## config.mk

```make
export PLATFORM = sky130hd
export DESIGN_NAME = carregador_programa_flat
export DESIGN_NICKNAME = d
export VERILOG_FILES = /design/src/rtl/carregador_programa_pkg.sv /design/src/rtl/carregador_programa_if.sv /design/src/rtl/carregador_programa_onehot_enc.sv /design/src/rtl/carregador_programa.sv /design/src/flat_wrapper.sv
export SDC_FILE = /design/constraint.sdc
export NUM_CORES = 1
export LEC_CHECK = 0
export CELL_PAD_IN_SITES_DETAIL_PLACEMENT = 1
export CELL_PAD_IN_SITES_GLOBAL_PLACEMENT = 1
export CORE_MARGIN = 2
export CORE_UTILIZATION = 35
export DETAILED_ROUTE_END_ITERATION = 7
export GPL_ROUTABILITY_DRIVEN = 0
export PLACE_DENSITY_LB_ADDON = 0.1
export SYNTH_ARGS = -nofsm -noshare
export SYNTH_HDL_FRONTEND = slang
export SYNTH_SLANG_ARGS = --single-unit
```

## constraint.sdc

```tcl
create_clock -name clk -period 2.2 [get_ports clk]
set_input_delay 0.55 -clock clk [delete_from_list [all_inputs] [get_ports clk]]
set_output_delay 0.55 -clock clk [all_outputs]
set_load 0.01 [all_outputs]
```

## src/rtl/carregador_programa_pkg.sv

```systemverilog
// Shared constants for the program loader: opcodes, mode codes, one-hot bit order, FSM states.
// Latency: n/a (package only).
// Backpressure: n/a (package only).
package carregador_programa_pkg;

    localparam int OP_W    = 18;   // one-hot operation field width
    localparam int MODE_W  = 4;    // one-hot addressing-mode field width
    localparam int OPC_W   = 5;    // encoded opcode width
    localparam int MODEC_W = 2;    // encoded mode width
    localparam int OPND_W  = 9;    // operand width
    localparam int WORD_W  = 16;   // instruction word width

    // Opcodes. The one-hot bit for an operation sits at the index equal to its opcode.
    localparam logic [OPC_W-1:0] OP_NOP = 5'd0,  OP_STA = 5'd1,  OP_LDA = 5'd2,  OP_ADD = 5'd3;
    localparam logic [OPC_W-1:0] OP_SUB = 5'd4,  OP_AND = 5'd5,  OP_OR  = 5'd6,  OP_NOT = 5'd7;
    localparam logic [OPC_W-1:0] OP_J   = 5'd8,  OP_JN  = 5'd9,  OP_JZ  = 5'd10, OP_IN  = 5'd11;
    localparam logic [OPC_W-1:0] OP_OUT = 5'd12, OP_SHR = 5'd13, OP_SHL = 5'd14, OP_HLT = 5'd15;
    localparam logic [OPC_W-1:0] OP_STD = 5'd16, OP_LDD = 5'd17;

    // Mode codes; the one-hot mode bit index equals the mode code.
    localparam logic [MODEC_W-1:0] MODE_DIR = 2'b00, MODE_IND = 2'b01;
    localparam logic [MODEC_W-1:0] MODE_IM  = 2'b10, MODE_SOP = 2'b11;

    // One-hot bit positions used when building stimulus or decoding fields.
    localparam int OPBIT_HLT = 15;
    localparam int MBIT_DIR = 0, MBIT_IND = 1, MBIT_IM = 2, MBIT_SOP = 3;

    typedef enum logic [1:0] {
        ST_IDLE = 2'd0,
        ST_LOAD = 2'd1,
        ST_DONE = 2'd2,
        ST_FULL = 2'd3
    } state_t;

    function automatic logic [WORD_W-1:0] packWord(input logic [OPC_W-1:0] opc,
                                                   input logic [MODEC_W-1:0] mode,
                                                   input logic [OPND_W-1:0] opnd);
        return {opc, mode, opnd};
    endfunction

endpackage

```

## src/rtl/carregador_programa_if.sv

```systemverilog
// Loader bus bundle: control pulses, instruction field handshake, memory write port, status.
// Latency: n/a (signal bundle).
// Backpressure: in_valid/in_ready; optional chk present when CARREGADOR_CHECKSUM_EN is defined.
// Modports: master = instruction source / status consumer, slave = the loader.
interface carregador_programa_if #(parameter int ADDR_W = 8);
    import carregador_programa_pkg::*;

    logic                  start;
    logic                  abort;
    logic                  in_valid;
    logic                  in_ready;
    logic [OP_W-1:0]       in_op;
    logic [MODE_W-1:0]     in_mode;
    logic [OPND_W-1:0]     in_operand;
    logic                  mem_we;
    logic [ADDR_W-1:0]     mem_addr;
    logic [WORD_W-1:0]     mem_data;
    logic                  busy;
    logic                  done;
    logic                  full;
    logic [1:0]            err;
    logic [ADDR_W:0]       count;
`ifdef CARREGADOR_CHECKSUM_EN
    logic [WORD_W-1:0]     chk;
`endif

    modport master (
`ifdef CARREGADOR_CHECKSUM_EN
        input  chk,
`endif
        output start, abort, in_valid, in_op, in_mode, in_operand,
        input  in_ready, mem_we, mem_addr, mem_data, busy, done, full, err, count
    );

    modport slave (
`ifdef CARREGADOR_CHECKSUM_EN
        output chk,
`endif
        input  start, abort, in_valid, in_op, in_mode, in_operand,
        output in_ready, mem_we, mem_addr, mem_data, busy, done, full, err, count
    );

endinterface

```

## src/rtl/carregador_programa_onehot_enc.sv

```systemverilog
// One-hot to binary encoder with an exactly-one-bit-set flag.
// Latency: combinational.
// Backpressure: none.
// Ports: onehot (N) in; idx (W) out = index of set bit; vld out = exactly one bit set.
module onehot_enc #(
    parameter int N = 18,
    parameter int W = (N > 1) ? $clog2(N) : 1
) (
    input  logic [N-1:0] onehot,
    output logic [W-1:0] idx,
    output logic         vld
);

    logic seen;
    logic multi;

    // OR-ing indices gives the right answer only when one bit is set; vld tells the caller.
    always_comb begin
        idx   = '0;
        seen  = 1'b0;
        multi = 1'b0;
        for (int i = 0; i < N; i++) begin
            if (onehot[i]) begin
                if (seen) multi = 1'b1;
                seen = 1'b1;
                idx  = idx | W'(i);
            end
        end
        vld = seen && !multi;
    end

endmodule

```

## src/rtl/carregador_programa.sv

```systemverilog
// Program loader: encodes one-hot op/mode + operand into 16-bit words, writes them sequentially.
// Latency: 1 cycle from accepted fields to mem_we; one word per cycle, no bubbles.
// Backpressure: in_ready high only while loading; drops after HLT, last address or abort.
// Ports: clk, rst_n (async active-low), bus (carregador_programa_if.slave).
// Optional: CARREGADOR_CHECKSUM_EN adds bus.chk, running XOR of written words.
module carregador_programa
    import carregador_programa_pkg::*;
#(
    parameter int ADDR_W      = 8,
    parameter bit STOP_ON_HLT = 1'b1
) (
    input  logic clk,
    input  logic rst_n,
    carregador_programa_if.slave bus
);

    state_t state, stateNext;

    logic [ADDR_W-1:0]  ptr;
    logic [ADDR_W:0]    countQ;
    logic [1:0]         errQ;
    logic               memWeQ;
    logic [ADDR_W-1:0]  memAddrQ;
    logic [WORD_W-1:0]  memDataQ;

    logic [OPC_W-1:0]   opIdx;
    logic               opOk;
    logic [MODEC_W-1:0] modeIdx;
    logic               modeOk;

    onehot_enc #(.N(OP_W))   uOpEnc   (.onehot(bus.in_op),   .idx(opIdx),   .vld(opOk));
    onehot_enc #(.N(MODE_W)) uModeEnc (.onehot(bus.in_mode), .idx(modeIdx), .vld(modeOk));

    // Malformed fields encode as NOP / DIR so the stored word still decodes cleanly.
    logic [OPC_W-1:0]   opcode;
    logic [MODEC_W-1:0] modeCode;
    logic [WORD_W-1:0]  word;
    assign opcode   = opOk   ? opIdx   : OP_NOP;
    assign modeCode = modeOk ? modeIdx : MODE_DIR;
    assign word     = packWord(opcode, modeCode, bus.in_operand);

    logic loading, xfer, lastAddr, isHlt, loadStart;
    assign loading   = (state == ST_LOAD);
    assign xfer      = loading && bus.in_valid && !bus.abort;   // abort beats a same-cycle transfer
    assign lastAddr  = (ptr == {ADDR_W{1'b1}});
    assign isHlt     = STOP_ON_HLT && (opcode == OP_HLT);
    assign loadStart = !loading && bus.start && !bus.abort;

    always_ff @(posedge clk or negedge rst_n) begin
        if (!rst_n) state <= ST_IDLE;
        else        state <= stateNext;
    end

    always_comb begin
        stateNext = state;
        unique case (state)
            ST_LOAD: begin
                if (bus.abort)   stateNext = ST_IDLE;
                else if (xfer) begin
                    if (isHlt)         stateNext = ST_DONE;   // HLT at the last address still ends as DONE
                    else if (lastAddr) stateNext = ST_FULL;
                end
            end
            default: begin
                if (bus.abort)      stateNext = ST_IDLE;
                else if (bus.start) stateNext = ST_LOAD;
            end
        endcase
    end

    always_ff @(posedge clk or negedge rst_n) begin
        if (!rst_n) begin
            ptr      <= '0;
            countQ   <= '0;
            errQ     <= '0;
            memWeQ   <= 1'b0;
            memAddrQ <= '0;
            memDataQ <= '0;
        end else begin
            memWeQ <= xfer;
            if (xfer) begin
                memAddrQ <= ptr;
                memDataQ <= word;
                countQ   <= countQ + 1'b1;
                errQ     <= errQ | {!opOk, !modeOk};
                if (!lastAddr) ptr <= ptr + 1'b1;   // saturate: the pointer never wraps
            end
            if (loadStart) begin
                ptr    <= '0;
                countQ <= '0;
                errQ   <= '0;
            end
        end
    end

`ifdef CARREGADOR_CHECKSUM_EN
    logic [WORD_W-1:0] chkQ;
    // Updated at the same edge that raises mem_we, so chk already includes the word on the bus.
    always_ff @(posedge clk or negedge rst_n) begin
        if (!rst_n)                       chkQ <= '0;
        else if (loadStart || bus.abort)  chkQ <= '0;
        else if (xfer)                    chkQ <= chkQ ^ word;
    end
    assign bus.chk = chkQ;
`endif

    assign bus.in_ready = loading;
    assign bus.busy     = loading;
    assign bus.done     = (state == ST_DONE);
    assign bus.full     = (state == ST_FULL);
    assign bus.err      = errQ;
    assign bus.count    = countQ;
    assign bus.mem_we   = memWeQ;
    assign bus.mem_addr = memAddrQ;
    assign bus.mem_data = memDataQ;

endmodule

```

## src/flat_wrapper.sv

```systemverilog
// flat-port wrapper written by rule: the top's interface ports become plain ports
module carregador_programa_flat import carregador_programa_pkg::*;
#(
    parameter int ADDR_W      = 8,
    parameter bit STOP_ON_HLT = 1'b1
)
  (clk, rst_n, bus_start, bus_abort, bus_in_valid, bus_in_op, bus_in_mode, bus_in_operand, bus_in_ready, bus_mem_we, bus_mem_addr, bus_mem_data, bus_busy, bus_done, bus_full, bus_err, bus_count);
  carregador_programa_if #(.ADDR_W(ADDR_W)) bus_i ();
  input  logic clk;
  input  logic rst_n;
  input wire logic [$bits(bus_i.start)-1:0] bus_start;
  input wire logic [$bits(bus_i.abort)-1:0] bus_abort;
  input wire logic [$bits(bus_i.in_valid)-1:0] bus_in_valid;
  input wire logic [$bits(bus_i.in_op)-1:0] bus_in_op;
  input wire logic [$bits(bus_i.in_mode)-1:0] bus_in_mode;
  input wire logic [$bits(bus_i.in_operand)-1:0] bus_in_operand;
  output wire logic [$bits(bus_i.in_ready)-1:0] bus_in_ready;
  output wire logic [$bits(bus_i.mem_we)-1:0] bus_mem_we;
  output wire logic [$bits(bus_i.mem_addr)-1:0] bus_mem_addr;
  output wire logic [$bits(bus_i.mem_data)-1:0] bus_mem_data;
  output wire logic [$bits(bus_i.busy)-1:0] bus_busy;
  output wire logic [$bits(bus_i.done)-1:0] bus_done;
  output wire logic [$bits(bus_i.full)-1:0] bus_full;
  output wire logic [$bits(bus_i.err)-1:0] bus_err;
  output wire logic [$bits(bus_i.count)-1:0] bus_count;
  assign bus_i.start = bus_start;
  assign bus_i.abort = bus_abort;
  assign bus_i.in_valid = bus_in_valid;
  assign bus_i.in_op = bus_in_op;
  assign bus_i.in_mode = bus_in_mode;
  assign bus_i.in_operand = bus_in_operand;
  assign bus_in_ready = bus_i.in_ready;
  assign bus_mem_we = bus_i.mem_we;
  assign bus_mem_addr = bus_i.mem_addr;
  assign bus_mem_data = bus_i.mem_data;
  assign bus_busy = bus_i.busy;
  assign bus_done = bus_i.done;
  assign bus_full = bus_i.full;
  assign bus_err = bus_i.err;
  assign bus_count = bus_i.count;
  carregador_programa #(.ADDR_W(ADDR_W), .STOP_ON_HLT(STOP_ON_HLT)) u_core (.clk(clk), .rst_n(rst_n), .bus(bus_i));
endmodule
```

Word-level counts from Yosys, hierarchy flattened

Index checks and enable logic that the tools add are counted.

$add $sub $neg: 2
Equal/unequal tests: 8
Muxes and demuxes: 98
Bitwise operators: 1
Reductions and logical operators: 16

Operator list:

| operator                                                              | number |
|---|---|
| 1-bit two-way mux                                                     | 64 |
| 4-bit two-way mux                                                     | 8 |
| 2-bit two-way mux                                                     | 14 |
| 8-bit two-way mux                                                     | 3 |
| 9-bit two-way mux                                                     | 2 |
| 5-bit two-way mux                                                     | 3 |
| 3-bit two-way mux                                                     | 4 |
| 9-bit by 1-bit adder with 9-bit output, second input constant         | 1 |
| 8-bit by 1-bit adder with 8-bit output, second input constant         | 1 |
| 8-bit equality test, second input constant                            | 1 |
| 1-bit logical AND                                                     | 6 |
| 1-bit zero test                                                       | 6 |
| 5-bit by 4-bit equality test with 1-bit output, second input constant | 1 |
| 2-bit equality test, second input constant                            | 2 |
| 4-bit != test, second input constant                                  | 1 |
| 3-bit != test, second input constant                                  | 1 |
| 3-bit AND reduction                                                   | 1 |
| 3-bit nonzero test                                                    | 1 |
| 2-bit by 1-bit equality test with 1-bit output, second input constant | 1 |
| 2-bit != test, second input constant                                  | 1 |
| 2-bit bitwise OR                                                      | 1 |
| 2-bit AND reduction                                                   | 1 |
| 2-bit nonzero test                                                    | 1 |

Register bits: 46
Input port bits: 36
Logic and storage cells: 132

Logic depth before layout (Yosys ltp)

Gate-level depths: netlist (run 1).

Depth in word-level cells: 43
Depth in mapped cells: 7
Gate-level depth less buffers: 7

By module

From an unflattened synthesis (run 1), not the netlist that was laid out.

Cells, all modules: 265
Area, all modules: 2408.6 um^2

By module, submodules not included:

| module                       | times used | cells each | area an instance (um^2) | seq. area each (um^2) |
|---|---|---|---|---|
| carregador_programa          | 1          | 214        | 2040.7                  | 1151.1 |
| onehot_enc (u_core.uOpEnc)   | 1          | 45         | 314.1                   | 0.0 |
| onehot_enc (u_core.uModeEnc) | 1          | 6          | 53.8                    | 0.0 |

Worst setup path after synthesis (run 1)

Ideal clock, no wire load.

Kind: input-to-reg
From: in bus_in_op[10]
To: reg u_core.errQ[1], in the netlist u_core.bus.err[1]
Arrival: 1782 ps
Setup slack: 294 ps
Stages on the path: 6
Cell sequence: buf_4 -> nor4_4 -> nand4_2 -> a2111oi_4 -> nor2_2 -> o31a_1

Word-level cells in the longest chain between the ends: 21
Elaborated cells on any way between the ends: 29

RTL lines:

| item                  | RTL line                             | source |
|---|---|---|
| start, declared       | flat_wrapper.sv:14                   | `input wire logic [$bits(bus_i.in_op)-1:0] bus_in_op;` |
| 1-bit two-way mux     | carregador_programa_onehot_enc.sv:23 | `if (onehot[i]) begin` |
| 1-bit two-way mux     | carregador_programa_onehot_enc.sv:24 | `if (seen) multi = 1'b1;` |
| 1-bit two-way mux     | carregador_programa_onehot_enc.sv:23 |  |
| 1-bit two-way mux     | carregador_programa_onehot_enc.sv:24 |  |
| 1-bit two-way mux     | carregador_programa_onehot_enc.sv:23 |  |
| 1-bit two-way mux     | carregador_programa_onehot_enc.sv:24 |  |
| 1-bit two-way mux     | carregador_programa_onehot_enc.sv:23 |  |
| 1-bit two-way mux     | carregador_programa_onehot_enc.sv:24 |  |
| [5 not listed]        | -                                    |  |
| 1-bit two-way mux     | carregador_programa_onehot_enc.sv:24 |  |
| 1-bit two-way mux     | carregador_programa_onehot_enc.sv:23 |  |
| 1-bit zero test       | carregador_programa_onehot_enc.sv:29 | `vld = seen && !multi;` |
| 1-bit logical AND (*) | carregador_programa_onehot_enc.sv:29 |  |
| 1-bit zero test (*)   | carregador_programa.sv:85            | `errQ <= errQ \| {!opOk, !modeOk};` |
| 2-bit bitwise OR (*)  | carregador_programa.sv:85            |  |
| 2-bit two-way mux (*) | carregador_programa.sv:81            | `if (xfer) begin` |
| 2-bit two-way mux (*) | carregador_programa.sv:88            | `if (loadStart) begin` |
| end signal, assigned  | carregador_programa.sv:85            |  |
| end, declared         | carregador_programa.sv:21            | `logic [1:0] errQ;` |

Every way passes the cells marked *; elsewhere a longest branch is shown, timed or not. The select of a mux whose other input is x is not followed.
A chain may end at the register's enable or synchronous reset.

Final worst setup path (run 1)

From: in bus_in_op[6]
To: reg u_core.errQ[1], in the netlist u_core.bus.err[1]

Word-level cells in the longest chain between the ends: 29
Elaborated cells on any way between the ends: 41

RTL lines:

| item                  | RTL line |
|---|---|
| 1-bit two-way mux     | carregador_programa_onehot_enc.sv:23 |
| 1-bit two-way mux     | carregador_programa_onehot_enc.sv:24 |
| 1-bit two-way mux     | carregador_programa_onehot_enc.sv:23 |
| 1-bit two-way mux     | carregador_programa_onehot_enc.sv:24 |
| 1-bit two-way mux     | carregador_programa_onehot_enc.sv:23 |
| 1-bit two-way mux     | carregador_programa_onehot_enc.sv:24 |
| 1-bit two-way mux     | carregador_programa_onehot_enc.sv:23 |
| 1-bit two-way mux     | carregador_programa_onehot_enc.sv:24 |
| [13 not listed]       | - |
| 1-bit two-way mux     | carregador_programa_onehot_enc.sv:24 |
| 1-bit two-way mux     | carregador_programa_onehot_enc.sv:23 |
| 1-bit zero test       | carregador_programa_onehot_enc.sv:29 |
| 1-bit logical AND (*) | carregador_programa_onehot_enc.sv:29 |
| 1-bit zero test (*)   | carregador_programa.sv:85 |
| 2-bit bitwise OR (*)  | carregador_programa.sv:85 |
| 2-bit two-way mux (*) | carregador_programa.sv:81 |
| 2-bit two-way mux (*) | carregador_programa.sv:88 |

Marked as above.

==> reports/metrics.cfg, run 1 <==
[route]
via_count=2350
routed_wirelength_um=7474
detail_route.drc_violations=0
ant_nets=0
drt_iter0_drc=107
detail_route.vias_per_cell=4.979
firstDrtPassIters=4
wl_per_cell_um=15.83

[synthesis]
synth.cell_area_um2=2491
ys_seq_elements=46
yosys.area.top_type_share_pct=46.21
synthesis.area_per_instance_um2=9.226
synthMostInstantiatedCell=sky130_fd_sc_hd__nand2_1
yosysWarningCount=0
synth_async_sr_flop_share_pct=100.0
synth.area.top_cells=sky130_fd_sc_hd__dfrtp_1 (46%), sky130_fd_sc_hd__nand2_1 (10%), sky130_fd_sc_hd__nor2_1 (4.5%), sky130_fd_sc_hd__xnor2_1 (2.8%), sky130_fd_sc_hd__xor2_1 (2.8%)
synth_cell_type_count=54
synth_top_cells_by_count=sky130_fd_sc_hd__nand2_1 (69), sky130_fd_sc_hd__dfrtp_1 (46), sky130_fd_sc_hd__nor2_1 (30)
dominantRegCellSynth=sky130_fd_sc_hd__dfrtp_1
synth.net_count=308
synth.yosys.seq_area_share_pct=46.21
synth_edf_count=0
synth_top_cell_by_area=sky130_fd_sc_hd__dfrtp_1
post_synth_inst_count=270

[critical_path]
cp-end-kind=flip-flop
crit_path_top_delay_cell=sky130_fd_sc_hd__clkdlybuf4s50_1
r2r-end=u_core.ptr[7]
worst-path-max-fanout=7
setup.worst_path.class=input pin to flip-flop
crit_path_start_kind=input pin
worst_setup_endpoint=u_core.bus.err[1]
cp_num_cells=6
worst-path-buf-inv=1
dominant_delay_contributor_by_cell_family_on_the_critical_path=compound AO/OA/AOI/OAI gates
r2r.worst_path.cells=7
cp_data_arrival_time_ps=2450
rrSetupSlack_ps=440
slowest_delay_ps=460
timing.rr.start=u_core.state[1]
critical_path.startpoint=bus_in_op[6]
timing.critical_path.cells=clkdlybuf4s50_1 -> nor4_4 -> nand4_1 -> a21oi_2 -> o2111ai_4 -> o31a_1
required_ps=2390

[floorplan]
rows=30
die_span_x_um=88.37
dieHeight_um=88.37
floorplan.core_area_um2=6832
ios=76
die_area_um2=7808
start_util_pct=36.47

[cts]
htree_levels=2
numCtsBuffers=5
clkLatencyLatePin_ps=310
root_driver=sky130_fd_sc_hd__clkbuf_8
cts_tree=done
clock_tree.buffer_depth=2
cts_sinks=46
cts.reportedPaths.clkPinSlew_ps=90

[pwr]
cell_internal_pwr_mw=1.383
power.share.combinational_pct=23.8
total_switching_power_mw=0.5663
power.density_cell_area_nw_per_um2=528.1
power.total_mw=1.949
p_leak_nw=1.698
share_clk_of_total_power_pct=27.1
power.share.sequential_pct=49.2
switching_share_pct=29.05
vdd_ir_drop_max_mv=0.3322

[timing]
fin_setup_tns_ps=-93.41
worst_slew_pin_slew_ps=582.4
worst_case_clock_skew_ps=8.251
slew_headroom_pct=61.18
period_share_pct=102.6
fmax_mhz=442.8
whs_ps=321.3
finalCriticalPeriod_ps=2258
final-hold-violation-count=0
final_setup_violation_count=3
worst_slack_setup_final_ps=-58.12
timing_max_transition_violations_final=0

[outcome]
failed_checks=negative setup slack
status=finished, violations left

[finish]
area.growth.synth_to_final_pct=48.17
n_antenna_cell=0
post-route-util_pct=54.03
post_route_cells_drive_above_1_share_pct=16.76
final_net_count=413
final_instance_count_excl_fillers=472
finalInstanceArea_um2=3691

[placed_design]
post-dp-hpwl_um=5507
io_buffers=75
dp.cells=457
placement.cell_area_um2=3517
dp_worst_setup_slack_ps=-387.7

[global_route]
grt_usage_pct=19.43
vias_in_the_first_global_route=2440
grt_pass1_wl_um=11880
largest_net_degree_at_the_start_of_global_routing=47
grt_remaining_overflow=0
antenna_found_initial=0

[hold_path]
min-delay-path-class=input pin to asynchronous set/reset pin

[flow_run]
cap_violations=0

[state kept, by name (all words and copies together), names as in the netlist]
register	cells
u_core.bus.err	2
u_core.state	2
u_core.ptr	8
u_core.bus.mem_addr	8
u_core.bus.mem_data	16
u_core.bus.count	9
u_core.bus.mem_we	1
[per-layer routing]
| layer | routed length [um] | share of wire, % | track usage (%) | vias to the layer above |
|---|---|---|---|---|
| met5 | 0 | 0 | 0 | - |
| met4 | 93 | 1.2 | 4.683 | 0 |
| met3 | 234 | 3.1 | 2.892 | 10 |
| met2 | 3649 | 49 | 31.31 | 49 |
| met1 | 3496 | 47 | 27.64 | 1146 |
| li1 | - | - | - | 1145 |
[power by group through the flow]
stage          Combinational [mW]  Clock, mW  Sequential, mW
3_5_place_dp                0.464          0           0.976
6_report                    0.463      0.527           0.959
3_3_place_gp                0.453          0           0.972
5_1_grt                     0.511      0.573           0.968
2_1_floorplan               0.139          0           0.997
4_1_cts                     0.467      0.548           0.959
[cells in the final DEF (no fill, tap or decap), drive strengths merged, types with 6 or more instances in the layout]
cell type | Yosys | routed
buf | 5 | 36
dfrtp | 46 | 46
nand2 | 69 | 69
nor2 | 31 | 31
o21ai | 11 | 11
dlymetal6s2s | 0 | 6
nand3 | 12 | 12
xor2 | 8 | 8
o31ai | 7 | 7
xnor2 | 8 | 8
nor4 | 7 | 7
clkdlybuf4s50 | 0 | 66
[final cells by class]
type                    count  area [um^2]
clock buffers               5        68.82
repair buffers            110         1021
multi-input cells         208         1294
clock inverters             3        21.27
flip-flops and latches     46         1151
inverters                   4        15.01
well taps                  96        120.1
fillers                   819         3141
[logic make-up (layout without fill, tap and decap cells)]
kind of cell,Yosys count,after routing,synth area share (%)
AO/OA/AOI/OAI,44,44,14.67
XOR/XNOR,16,16,5.626
adder cells (fa/ha/maj),3,3,1.406
buffers and inverters,16,122,2.812
flip-flops,46,46,46.21
multiplexers,1,1,0.4018
AND/OR/NAND/NOR,144,144,28.88
[repair_timing]
item | in CTS | in global routing
gates resized for setup | 2 | 9
pin swaps | 3 | 6
endpoints found under the hold margin | 0 | 0
buffers inserted | 3 | 4
hold buffers | 0 | 0
setup endpoints to repair | 5 | 8
[how the worst min path moves through the flow]
| stage | slack [ps] | end | startpoint |
|---|---|---|---|
| floorplan | 250 | u_core.bus.count[0] | rst_n |
| CTS | 340 | u_core.bus.mem_data[6] | rst_n |
| detailed placement | 460 | u_core.bus.mem_data[7] | u_core.bus.mem_data[7] |
| finish | 320 | u_core.bus.mem_data[10] | rst_n |
| global route | 370 | u_core.bus.mem_data[9] | rst_n |
| global placement | 460 | u_core.bus.mem_data[7] | u_core.bus.mem_data[7] |
Power figures use the tool's default switching activity.
==> inputs of run 2 (changes only) <==
--- a/config.mk
+++ b/config.mk
@@ -5,6 +5,7 @@
 export SDC_FILE = /design/constraint.sdc
 export NUM_CORES = 1
 export LEC_CHECK = 0
+export CAP_MARGIN = 40
 export CELL_PAD_IN_SITES_DETAIL_PLACEMENT = 1
 export CELL_PAD_IN_SITES_GLOBAL_PLACEMENT = 1
 export CORE_MARGIN = 2
==> results of run 2 <==
Final layout, timing and power as in run 1 (identical DEF).
==> inputs of run 3 (changes only) <==
--- a/config.mk
+++ b/config.mk
@@ -8,11 +8,10 @@
 export CAP_MARGIN = 40
 export CELL_PAD_IN_SITES_DETAIL_PLACEMENT = 1
 export CELL_PAD_IN_SITES_GLOBAL_PLACEMENT = 1
-export CORE_MARGIN = 2
 export CORE_UTILIZATION = 35
 export DETAILED_ROUTE_END_ITERATION = 7
 export GPL_ROUTABILITY_DRIVEN = 0
-export PLACE_DENSITY_LB_ADDON = 0.1
+export PLACE_DENSITY = 0.82
 export SYNTH_ARGS = -nofsm -noshare
 export SYNTH_HDL_FRONTEND = slang
 export SYNTH_SLANG_ARGS = --single-unit
==> run 3 against run 2 <==
Effect of this change: the flow still finishes with violations (negative setup slack); flip-flop and latch count stayed put; clock power is 22% higher; largest power group unchanged; clock skew is 0.59 ps higher.
==> reports/metrics.cfg, run 3 (same netlist as run 1, synthesis figures left out) <==
[cts]
htree_levels=2  ; unchanged
clkLatencyLatePin_ps=310  ; about the same
numCtsBuffers=5  ; unchanged
cts_sinks=46  ; unchanged
root_driver=sky130_fd_sc_hd__clkbuf_8  ; unchanged
cts_hold_buffers=0  ; unchanged
cts_tree=done  ; unchanged
clock_tree.buffer_depth=2  ; unchanged
cts.reportedPaths.clkPinSlew_ps=90  ; about the same

[timing]
timing_max_transition_violations_final=0  ; unchanged
worst_slack_setup_final_ps=-4.558  ; was -58.12 ps
worst_slew_pin_slew_ps=584.2  ; was 582.4 ps
fin_setup_tns_ps=-4.558  ; was -93.41 ps
fmax_mhz=453.6  ; was 442.8 MHz
finalCriticalPeriod_ps=2205  ; was 2258 ps
final-hold-violation-count=0  ; unchanged
worst_case_clock_skew_ps=8.836  ; was 8.251 ps
slew_headroom_pct=61.05  ; was 61.18%
final_setup_violation_count=1  ; was 3
period_share_pct=100.2  ; was 102.6%
whs_ps=327.0  ; was 321.3 ps

[pwr]
vdd_ir_drop_max_mv=0.2591  ; was 0.3322 mV
power.share.combinational_pct=22.5  ; was 23.8%
share_clk_of_total_power_pct=31.2  ; was 27.1%
power.share.sequential_pct=46.3  ; was 49.2%
power.density_cell_area_nw_per_um2=553.0  ; was 528.1 nW/um^2
total_switching_power_mw=0.5645  ; was 0.5663 mW
switching_share_pct=27.31  ; was 29.05%
cell_internal_pwr_mw=1.502  ; was 1.383 mW
p_leak_nw=1.717  ; was 1.698 nW

[critical_path]
r2r.worst_path.cells=8  ; was 7
cp-end-kind=flip-flop  ; unchanged
crit_path_start_kind=input pin  ; unchanged
worst-path-max-fanout=5  ; was 7
setup.worst_path.class=input pin to flip-flop  ; unchanged
required_ps=2400  ; was 2390 ps
cp_data_arrival_time_ps=2400  ; was 2450 ps

[finish]
post-route-util_pct=54.71  ; was 54.03%
area.growth.synth_to_final_pct=50.02  ; was 48.17%
final_common_cell=sky130_fd_sc_hd__nand2_1  ; unchanged
finalInstanceArea_um2=3737  ; was 3691 um^2
final_net_count=415  ; was 413
n_antenna_cell=0  ; unchanged
final_cell_mix=sky130_fd_sc_hd__nand2_1 (69), sky130_fd_sc_hd__clkdlybuf4s50_1 (66), sky130_fd_sc_hd__dfrtp_1 (46)  ; unchanged
largest_reg_flops=16  ; unchanged
post_route_cells_drive_above_1_share_pct=17.20  ; was 16.76%

[route]
routedLengthMet1_um=2955  ; was 3496 um
top_layer=met4  ; unchanged
wl_per_cell_um=15.27  ; was 15.83 um
detail_route.vias_per_cell=5.122  ; was 4.979
firstDrtPassIters=4  ; unchanged
routed_wirelength_um=7236  ; was 7474 um
via_count=2428  ; was 2350
wl_met3_um=255  ; was 234 um
drt_iter0_drc=75  ; was 107
ant_nets=0  ; unchanged
met2RoutedLength_um=3948  ; was 3649 um
detail_route.drc_violations=0  ; unchanged

[outcome]
status=finished, violations left  ; unchanged
failed_checks=negative setup slack  ; unchanged

[floorplan]
die_span_x_um=86.37  ; was 88.37 um
floorplan.core_area_um2=6832  ; unchanged
rows=30  ; unchanged
ios=76  ; unchanged
die_area_um2=7459  ; was 7808 um^2
dieHeight_um=86.37  ; was 88.37 um
start_util_pct=36.47  ; unchanged

[global_route]
grt_usage_pct=20.08  ; was 19.43%
largest_net_degree_at_the_start_of_global_routing=47  ; unchanged
grt_pass1_wl_um=11740  ; was 11880 um
vias_in_the_first_global_route=2541  ; was 2440
grt_remaining_overflow=0  ; unchanged
antenna_found_initial=0  ; unchanged

[placed_design]
post-dp-hpwl_um=5411  ; was 5507 um
placement.cell_area_um2=3552  ; was 3517 um^2
io_buffers=75  ; unchanged

[flow_run]
cap_violations=0  ; unchanged

[hold_path]
min-delay-path-class=input pin to asynchronous set/reset pin  ; unchanged

run 3: power groups by stage:
stage | clock, mW | sequential (mW) | combinational (mW)
6_report | 0.644 | 0.957 | 0.466
5_1_grt | 0.680 | 0.966 | 0.510
4_1_cts | 0.648 | 0.959 | 0.470
3_5_place_dp | 0 | 0.975 | 0.467
3_3_place_gp | 0 | 0.972 | 0.451
2_1_floorplan | 0 | 0.997 | 0.139
run 3: through the flow:
step	worst slack [ps]	cells	total power, mW
finish	-4.558	474	2.067
CTS	32.68	469	2.076
floorplan	293.9	270	1.136
global placement	-254.7	460	1.423
detailed placement	-343.0	460	1.442
global route	-92.99	474	2.157
run 3: area by class of cell:
class | count | area (um^2)
repair buffers | 112 | 1049
well taps | 96 | 120.1
fillers | 811 | 3094
clock buffers | 5 | 68.82
multi-input cells | 208 | 1289
flip-flops and latches | 46 | 1151
inverters | 4 | 15.01
clock inverters | 3 | 45.04
run 3: worst max-delay path, cell delays in order:
cell	delay (ps)
sky130_fd_sc_hd__clkdlybuf4s50_1	470
sky130_fd_sc_hd__nor4_4	250
sky130_fd_sc_hd__buf_4	180
sky130_fd_sc_hd__nand4_4	140
sky130_fd_sc_hd__a2111oi_4	380
sky130_fd_sc_hd__nor2_2	120
sky130_fd_sc_hd__o31ai_1	300
run 3: final timing paths:
check	startpoint	end	slack, ps
worst max-delay path	bus_in_op[4]	u_core.bus.mem_data[14]	-5
worst min-delay path	rst_n	u_core.bus.count[1]	330
worst max register to register	u_core.state[1]	u_core.ptr[3]	480
worst min register to register	u_core.bus.mem_data[2]	u_core.bus.mem_data[2]	480
max in group asynchronous	rst_n	u_core.bus.err[1]	1480
min in group clk	u_core.bus.mem_data[2]	u_core.bus.mem_data[2]	480
run 3: routing by layer:
metal | up-vias | global-route usage [%]
met4 | 0 | 5.303
met1 | 1209 | 22.70
met2 | 61 | 38.46
li1 | 1150 | -
met5 | - | 0
met3 | 8 | 3.714
run 3: repair_timing:
item | 4_1_cts | 5_1_grt
buffers inserted | 1 | 5
pin swaps | 3 | 7
endpoints found under the setup margin | 1 | 7
gates resized for setup | 3 | 7
